### config.mk
export PLATFORM = sky130hd
export DESIGN_NAME = loop_sequencer
export DESIGN_NICKNAME = d
export VERILOG_FILES = /design/src/rtl/loop_seq_pkg.sv /design/src/rtl/mod_updown_cnt.sv /design/src/rtl/loop_sequencer.sv
export SDC_FILE = /design/constraint.sdc
export NUM_CORES = 1
export LEC_CHECK = 0
export ABC_CLOCK_PERIOD_IN_PS = 5800
export BUFFER_PORTS_ARGS = -buffer_cell sky130_fd_sc_hd__buf_2
export CAP_MARGIN = 20
export CORE_ASPECT_RATIO = 1.2
export CORE_MARGIN = 2
export CORE_UTILIZATION = 35
export DETAILED_ROUTE_END_ITERATION = 6
export GPL_TIMING_DRIVEN = 1
export SLEW_MARGIN = 15
export SYNTH_ARGS = -nofsm -noshare
export SYNTH_HDL_FRONTEND = slang
export SYNTH_SLANG_ARGS = --single-unit
### constraint.sdc
create_clock -name clk -period 5.8 [get_ports clk]
set_clock_uncertainty 0.15 [all_clocks]
set_input_delay 0.58 -clock clk [delete_from_list [all_inputs] [get_ports clk]]
set_output_delay 0.58 -clock clk [all_outputs]
set_load 0.01 [all_outputs]
### src/rtl/loop_seq_pkg.sv
// Shared definitions for the loop sequencer: FSM state encoding, counter
// width and the loops-field encoding where a value of zero requests 8 loops.
package loop_seq_pkg;

   localparam int CNT_W          = 3;
   localparam int LOOPS_ZERO_VAL = 8;

   typedef enum logic [1:0] {
      IDLE = 2'd0,
      RUN  = 2'd1,
      DONE = 2'd2
   } state_t;

   // Number of loops a run performs for a given loops field (0 encodes 8).
   function automatic logic [CNT_W:0] loops_count(input logic [CNT_W-1:0] l);
      return (l == '0) ? (CNT_W+1)'(LOOPS_ZERO_VAL) : {1'b0, l};
   endfunction

endpackage

### src/rtl/mod_updown_cnt.sv
// Modulo up/down counter. Load places the start value (0 up, mod down);
// enable steps towards the end value (mod up, 0 down) and wraps back to the
// start value on the edge after terminal is reached.
module mod_updown_cnt
   import loop_seq_pkg::*;
(
   input  logic             clk,
   input  logic             reset,
   input  logic             load,
   input  logic             enable,
   input  logic             down,
   input  logic [CNT_W-1:0] mod,
   output logic [CNT_W-1:0] count,
   output logic             terminal
);

   logic [CNT_W-1:0] start_val;

   assign start_val = down ? mod : '0;
   assign terminal  = down ? (count == '0) : (count == mod);

   // Counter register: load has priority over stepping.
   always_ff @(posedge clk or negedge reset) begin
      // NOTE: sequential state uses non-blocking assignments so every register
      // samples the pre-edge values and simulation matches the synthesized flops.
      if (!reset) begin
         count <= '0;
      end else if (load) begin
         count <= start_val;
      end else if (enable) begin
         if (terminal)  count <= start_val;
         else if (down) count <= count - 1'b1;
         else           count <= count + 1'b1;
      end
   end

endmodule

### src/rtl/loop_sequencer.sv
// Loop sequencer: runs L loops of an (M+1)-long up or down count after a start
// request, flagging the first and last cycle of each loop and pulsing done for
// one cycle at the end of the run.
// Optional feature: define LOOP_PAUSE_EN to add a pause input that freezes a
// run while high.
module loop_sequencer
   import loop_seq_pkg::*;
(
   input  logic       clk,
   input  logic       reset,
   input  logic       start,
   input  logic       down,
   input  logic [2:0] mod_value,
   input  logic [2:0] loops,
`ifdef LOOP_PAUSE_EN
   input  logic       pause,
`endif
   output logic [2:0] count,
   output logic [2:0] loop_idx,
   output logic       loopStart,
   output logic       loopEnd,
   output logic       busy,
   output logic       done
);

   state_t           state, state_nxt;
   logic             down_q;
   logic [CNT_W-1:0] mod_q;
   logic [CNT_W-1:0] loops_q;
   logic             run_act;
   logic             last_loop;
   logic             cnt_load;
   logic             cnt_en;
   logic             loop_inc;
   logic             cnt_down;
   logic [CNT_W-1:0] cnt_mod;
   logic             terminal;

   // A RUN cycle advances only when not paused.
`ifdef LOOP_PAUSE_EN
   assign run_act = (state == RUN) && !pause;
`else
   assign run_act = (state == RUN);
`endif

   // While idle the counter sees the live inputs so a load picks up the
   // values being latched on the same edge; afterwards it sees the latched ones.
   assign cnt_down  = (state == IDLE) ? down      : down_q;
   assign cnt_mod   = (state == IDLE) ? mod_value : mod_q;
   assign last_loop = ({1'b0, loop_idx} == (loops_count(loops_q) - 4'd1));

   mod_updown_cnt u_cnt (
      .clk      (clk),
      .reset    (reset),
      .load     (cnt_load),
      .enable   (cnt_en),
      .down     (cnt_down),
      .mod      (cnt_mod),
      .count    (count),
      .terminal (terminal)
   );

   // Next-state and counter control.
   always_comb begin
      // NOTE: every signal assigned here gets a default first, so no path can
      // leave one unassigned and infer a latch.
      state_nxt = state;
      cnt_load  = 1'b0;
      cnt_en    = 1'b0;
      loop_inc  = 1'b0;
      unique case (state)
         IDLE: begin
            if (start) begin
               state_nxt = RUN;
               cnt_load  = 1'b1;
            end
         end
         RUN: begin
            if (run_act) begin
               if (terminal && last_loop) begin
                  state_nxt = DONE;
               end else begin
                  cnt_en   = 1'b1;
                  loop_inc = terminal;
               end
            end
         end
         DONE:    state_nxt = IDLE;
         default: state_nxt = IDLE;
      endcase
   end

   // State register.
   always_ff @(posedge clk or negedge reset) begin
      if (!reset) state <= IDLE;
      else        state <= state_nxt;
   end

   // Run configuration captured when a start is accepted.
   always_ff @(posedge clk or negedge reset) begin
      if (!reset) begin
         down_q  <= 1'b0;
         mod_q   <= '0;
         loops_q <= '0;
      end else if (cnt_load) begin
         down_q  <= down;
         mod_q   <= mod_value;
         loops_q <= loops;
      end
   end

   // Loop index: cleared at start, advanced on each non-final loop wrap.
   always_ff @(posedge clk or negedge reset) begin
      if (!reset)        loop_idx <= '0;
      else if (cnt_load) loop_idx <= '0;
      else if (loop_inc) loop_idx <= loop_idx + 1'b1;
   end

   assign loopStart = run_act && (count == (down_q ? mod_q : 3'd0));
   assign loopEnd   = run_act && terminal;
   assign busy      = (state == RUN) || (state == DONE);
   assign done      = (state == DONE);

endmodule

==> impl_results.html <==
<table>
<tr><th>Metric</th><th>Value</th></tr>
<tr><th colspan="2">Clock network</th></tr>
<tr><td>Post-cts hold buffer count</td><td>0</td></tr>
<tr><td>Deepest level of the CTS H-tree</td><td>1</td></tr>
<tr><td>Clock-pin slew reported for the worst setup and hold paths after clock tree synthesis</td><td>100 ps</td></tr>
<tr><td>CTS Root Buffer Type</td><td>sky130_fd_sc_hd__clkbuf_4</td></tr>
<tr><td>Number of gates resized after cts</td><td>0</td></tr>
<tr><td>Inserted Clock Buffers</td><td>3</td></tr>
<tr><td>Number of buffers on the longest clock path</td><td>2</td></tr>
<tr><td>Sink count of the clock tree</td><td>15</td></tr>
<tr><td>Number of buffers inserted by post-CTS setup repair</td><td>0</td></tr>
<tr><td>Clock tree from TritonCTS</td><td>done</td></tr>
<tr><td>Clk_lat worst skew</td><td>290 ps</td></tr>
<tr><th colspan="2">Place</th></tr>
<tr><td>Cells after DPL</td><td>170</td></tr>
<tr><td>Buffers added on ports</td><td>19</td></tr>
<tr><td>GP Congestion</td><td>between 0.8 and 0.9</td></tr>
<tr><td>Final HPWL DP</td><td>about 1700 um</td></tr>
<tr><th colspan="2">Timing</th></tr>
<tr><td>Setup-violating endpoint count in the final report</td><td>0</td></tr>
<tr><td>Setup_tns</td><td>0 ps</td></tr>
<tr><td>Slew margin rel.</td><td>a little over half</td></tr>
<tr><td>RSZ-0062 raised after global routing</td><td>no</td></tr>
<tr><td>Min Clock Period, post-route</td><td>3330 ps</td></tr>
<tr><td>Max Fclk</td><td>0.300 GHz</td></tr>
<tr><td>Share of the cycle needed by the critical path after routing</td><td>between 50% and 60%</td></tr>
<tr><td>Fin. Hold Viols</td><td>0</td></tr>
<tr><td>Worst slew pin tran</td><td>between 600 and 700 ps</td></tr>
<tr><td>Final-report max-slew violation count</td><td>0</td></tr>
<tr><th colspan="2">Job</th></tr>
<tr><td>MaxCap Viol Count</td><td>0</td></tr>
<tr><th colspan="2">Power and ir drop</th></tr>
<tr><td>Comb pwr share</td><td>61.2%</td></tr>
<tr><td>Worst IR drop on VDD</td><td>0.000285 V</td></tr>
<tr><td>Sequential power share</td><td>30.1%</td></tr>
<tr><td>Internal Pwr Total</td><td>390 uW</td></tr>
<tr><td>Share of power burned in the clock network</td><td>8.7%</td></tr>
<tr><td>Pwr/cell area</td><td>around 600 mW/mm2</td></tr>
<tr><td>Leak Pwr</td><td>0.567 nW</td></tr>
<tr><td>Net Sw Frac</td><td>between 40% and 50%</td></tr>
<tr><td>Net switching power of the design</td><td>348 uW</td></tr>
<tr><th colspan="2">Logic synthesis</th></tr>
<tr><td>Syn nets</td><td>138</td></tr>
<tr><td>Asr flop ratio synth</td><td>100%</td></tr>
<tr><td>Most used standard cells in the synthesized netlist</td><td>sky130_fd_sc_hd__nand2_1 (21), sky130_fd_sc_hd__dfrtp_1 (15), sky130_fd_sc_hd__o21ai_0 (8)</td></tr>
<tr><td>Largest area contributor in the synthesized netlist</td><td>sky130_fd_sc_hd__dfrtp_1</td></tr>
<tr><td>Sequential element share of the synthesized area</td><td>34.2%</td></tr>
<tr><td>EDFF count, synth</td><td>0</td></tr>
<tr><td>Primary flip-flop cell chosen by synthesis mapping</td><td>sky130_fd_sc_hd__dfrtp_1</td></tr>
<tr><td>Number of warnings printed during yosys synthesis</td><td>0</td></tr>
<tr><td>Distinct cells, synth</td><td>41</td></tr>
<tr><td>Synthesized cell area</td><td>between 0.001 and 0.0015 mm2</td></tr>
<tr><td>Post-Syn Instances</td><td>121</td></tr>
<tr><td>Ranking of synthesized cells by area</td><td>sky130_fd_sc_hd__dfrtp_1 (34%), sky130_fd_sc_hd__nand2_1 (7.2%), sky130_fd_sc_hd__ha_1 (6.8%), sky130_fd_sc_hd__xor2_1 (4.8%), sky130_fd_sc_hd__o21ai_0 (3.6%)</td></tr>
<tr><td>Flip-flop and latch count after synthesis</td><td>15</td></tr>
<tr><td>Post-synth top area share</td><td>34.2%</td></tr>
<tr><td>Mean instance size in the synthesized netlist</td><td>9.08 um2</td></tr>
<tr><td>Most frequent cell after synthesis</td><td>sky130_fd_sc_hd__nand2_1</td></tr>
<tr><th colspan="2">Floorplanning</th></tr>
<tr><td>X dimension of the die</td><td>roughly 55 um</td></tr>
<tr><td>Starting utilization of the core area</td><td>36.3%</td></tr>
<tr><td>Number of top-level design ports</td><td>20</td></tr>
<tr><td>Core box area</td><td>0.00303 mm2</td></tr>
<tr><td>Vert. Die Dim</td><td>about 65 um</td></tr>
<tr><td>Number of rows in the core area</td><td>22</td></tr>
<tr><td>Area of the die</td><td>0.00360 mm2</td></tr>
<tr><th colspan="2">Layout</th></tr>
<tr><td>Share of cells above drive strength 1</td><td>21.0%</td></tr>
<tr><td>Filler-free cell count of the finished design</td><td>174</td></tr>
<tr><td>Post-synthesis to final-layout area growth</td><td>12.0%</td></tr>
<tr><td># diodes</td><td>0</td></tr>
<tr><td>Nets</td><td>~160</td></tr>
<tr><th colspan="2">Route</th></tr>
<tr><td>Via density</td><td>5.17</td></tr>
<tr><td>Sum of routed wire length over all layers</td><td>~2300 um</td></tr>
<tr><td>First-pass DRT Iterations</td><td>4</td></tr>
<tr><td>Vias</td><td>900</td></tr>
<tr><td>Antenna-violating nets left</td><td>0</td></tr>
<tr><td>Routed length per placed instance</td><td>13.2 um</td></tr>
<tr><td>Number of remaining DRC errors</td><td>0</td></tr>
<tr><td>DRC marker count from the first detailed-route iteration</td><td>10</td></tr>
<tr><th colspan="2">Setup path</th></tr>
<tr><td>Endpoint arrival time on the critical path</td><td>2600 ps</td></tr>
<tr><td>Worst-path maximum fanout</td><td>16</td></tr>
<tr><td>Critical R2R Launch</td><td>state[0]</td></tr>
<tr><td>Critical setup path kind</td><td>register to primary output</td></tr>
<tr><td>Source of the critical timing path</td><td>state[0]</td></tr>
<tr><td>Endpoint type of the worst setup path</td><td>primary output</td></tr>
<tr><td>Worst path required time</td><td>5070 ps</td></tr>
<tr><td>Critical Path Start Type</td><td>register</td></tr>
<tr><th colspan="2">Global routing</th></tr>
<tr><td>Wire length of the first global-routing pass</td><td>3940 um</td></tr>
<tr><td>Maximum number of pins on one net before global-route repair</td><td>19</td></tr>
<tr><td>Number of antenna violations at the first check in global routing</td><td>0</td></tr>
<tr><td>Aggregate global-route resource usage</td><td>~15%</td></tr>
<tr><td>Global-route congestion overflow total</td><td>0</td></tr>
<tr><td>Via count of the first global-routing pass</td><td>885</td></tr>
<tr><th colspan="2">Outcome</th></tr>
<tr><td>Status</td><td>finished, final reports clean</td></tr>
<tr><th colspan="2">Hold path</th></tr>
<tr><td>Class of the most critical hold timing path</td><td>primary input to async pin</td></tr>
</table>
## critical path: stages (launching register included)
cell,delay [ps]
sky130_fd_sc_hd__dfrtp_1,430
sky130_fd_sc_hd__inv_1,120
sky130_fd_sc_hd__ha_1,440
sky130_fd_sc_hd__mux2i_1,300
sky130_fd_sc_hd__xor2_1,130
sky130_fd_sc_hd__a31oi_2,610
sky130_fd_sc_hd__nor2b_1,100
sky130_fd_sc_hd__buf_2,160
## flip-flops by register name, summed over array words and instances (netlist names)
name and flops:
loop_idx 3, loops_q 3, mod_q 3, u_cnt.count 3, state 2, down_q 1
## through the flow
step | utilization (%) | hold slack (ps) | total power, mW | setup slack [ps] | cell area, um2
floorplan | - | 134 | 0.580 | 3300 | 1100
global placement | 39.8 | 323 | 0.668 | 2900 | 1200
detailed placement | 39.8 | 323 | 0.681 | 2810 | 1200
CTS | 40.6 | 45.1 | 0.748 | 2490 | 1230
global route | 40.6 | 56.5 | 0.822 | 2290 | 1230
finish | 40.6 | 30.1 | 0.738 | 2470 | 1230
## logic make-up (layout without fill, tap and decap cells)
logic type,count (synthesis),after routing,share of synthesized area (%)
compound gates,27,27,18.0
buf+inv,13,30,5.58
mux,4,4,3.99
flops,15,15,34.2
simple gates,46,46,21.2
fa+ha+maj,7,7,8.66
xor+xnor,9,9,8.43
## final timing paths
check                      slack, ps  cells past startpoint        endpoint
setup / recovery                2470                      7         loopEnd
hold reg to reg                  340                      2      loops_q[2]
hold / removal                    30                      1        mod_q[2]
min in group clk                 320                      3      loops_q[2]
max in group asynchronous       5210                      1     loop_idx[1]
setup reg to reg                2900                      7  u_cnt.count[0]
## metal layers
metal | routed length [um] | GRT usage, %
met1 | 1020 | 19.6
met3 | 57 | 2.05
met2 | 1180 | 24.3
met4 | 32 | 4.57
met5 | 0 | 0
## power groups by stage
stage | registers (mW) | logic, mW | clock network, mW
3_3_place_gp | 0.224 | 0.443 | 0
6_report | 0.222 | 0.451 | 0.0645
2_1_floorplan | 0.212 | 0.368 | 0
5_1_grt | 0.232 | 0.518 | 0.0725
4_1_cts | 0.224 | 0.457 | 0.0671
3_5_place_dp | 0.226 | 0.455 | 0
## placed cells by master (no fill, tap or decap), types with 4 or more instances in the layout
master                    synthesis  routed
sky130_fd_sc_hd__o21ai_0          8       8
sky130_fd_sc_hd__nand2_1         21      21
sky130_fd_sc_hd__buf_2            1      19
sky130_fd_sc_hd__a21oi_1          5       5
sky130_fd_sc_hd__ha_1             6       6
sky130_fd_sc_hd__inv_1            7       7
sky130_fd_sc_hd__dfrtp_1         15      15
sky130_fd_sc_hd__xor2_1           6       6
sky130_fd_sc_hd__nand3_1          4       4
## final cells by class
type,instances,area [um2]
fillers,326,1800
flip-flops and latches,15,375
well taps,36,45.0
inverters,7,26.3
multi-input cells,93,662
clock buffers,4,26.3
repair buffers,19,95.1
Note: power is estimated with default switching activity, not from simulation.
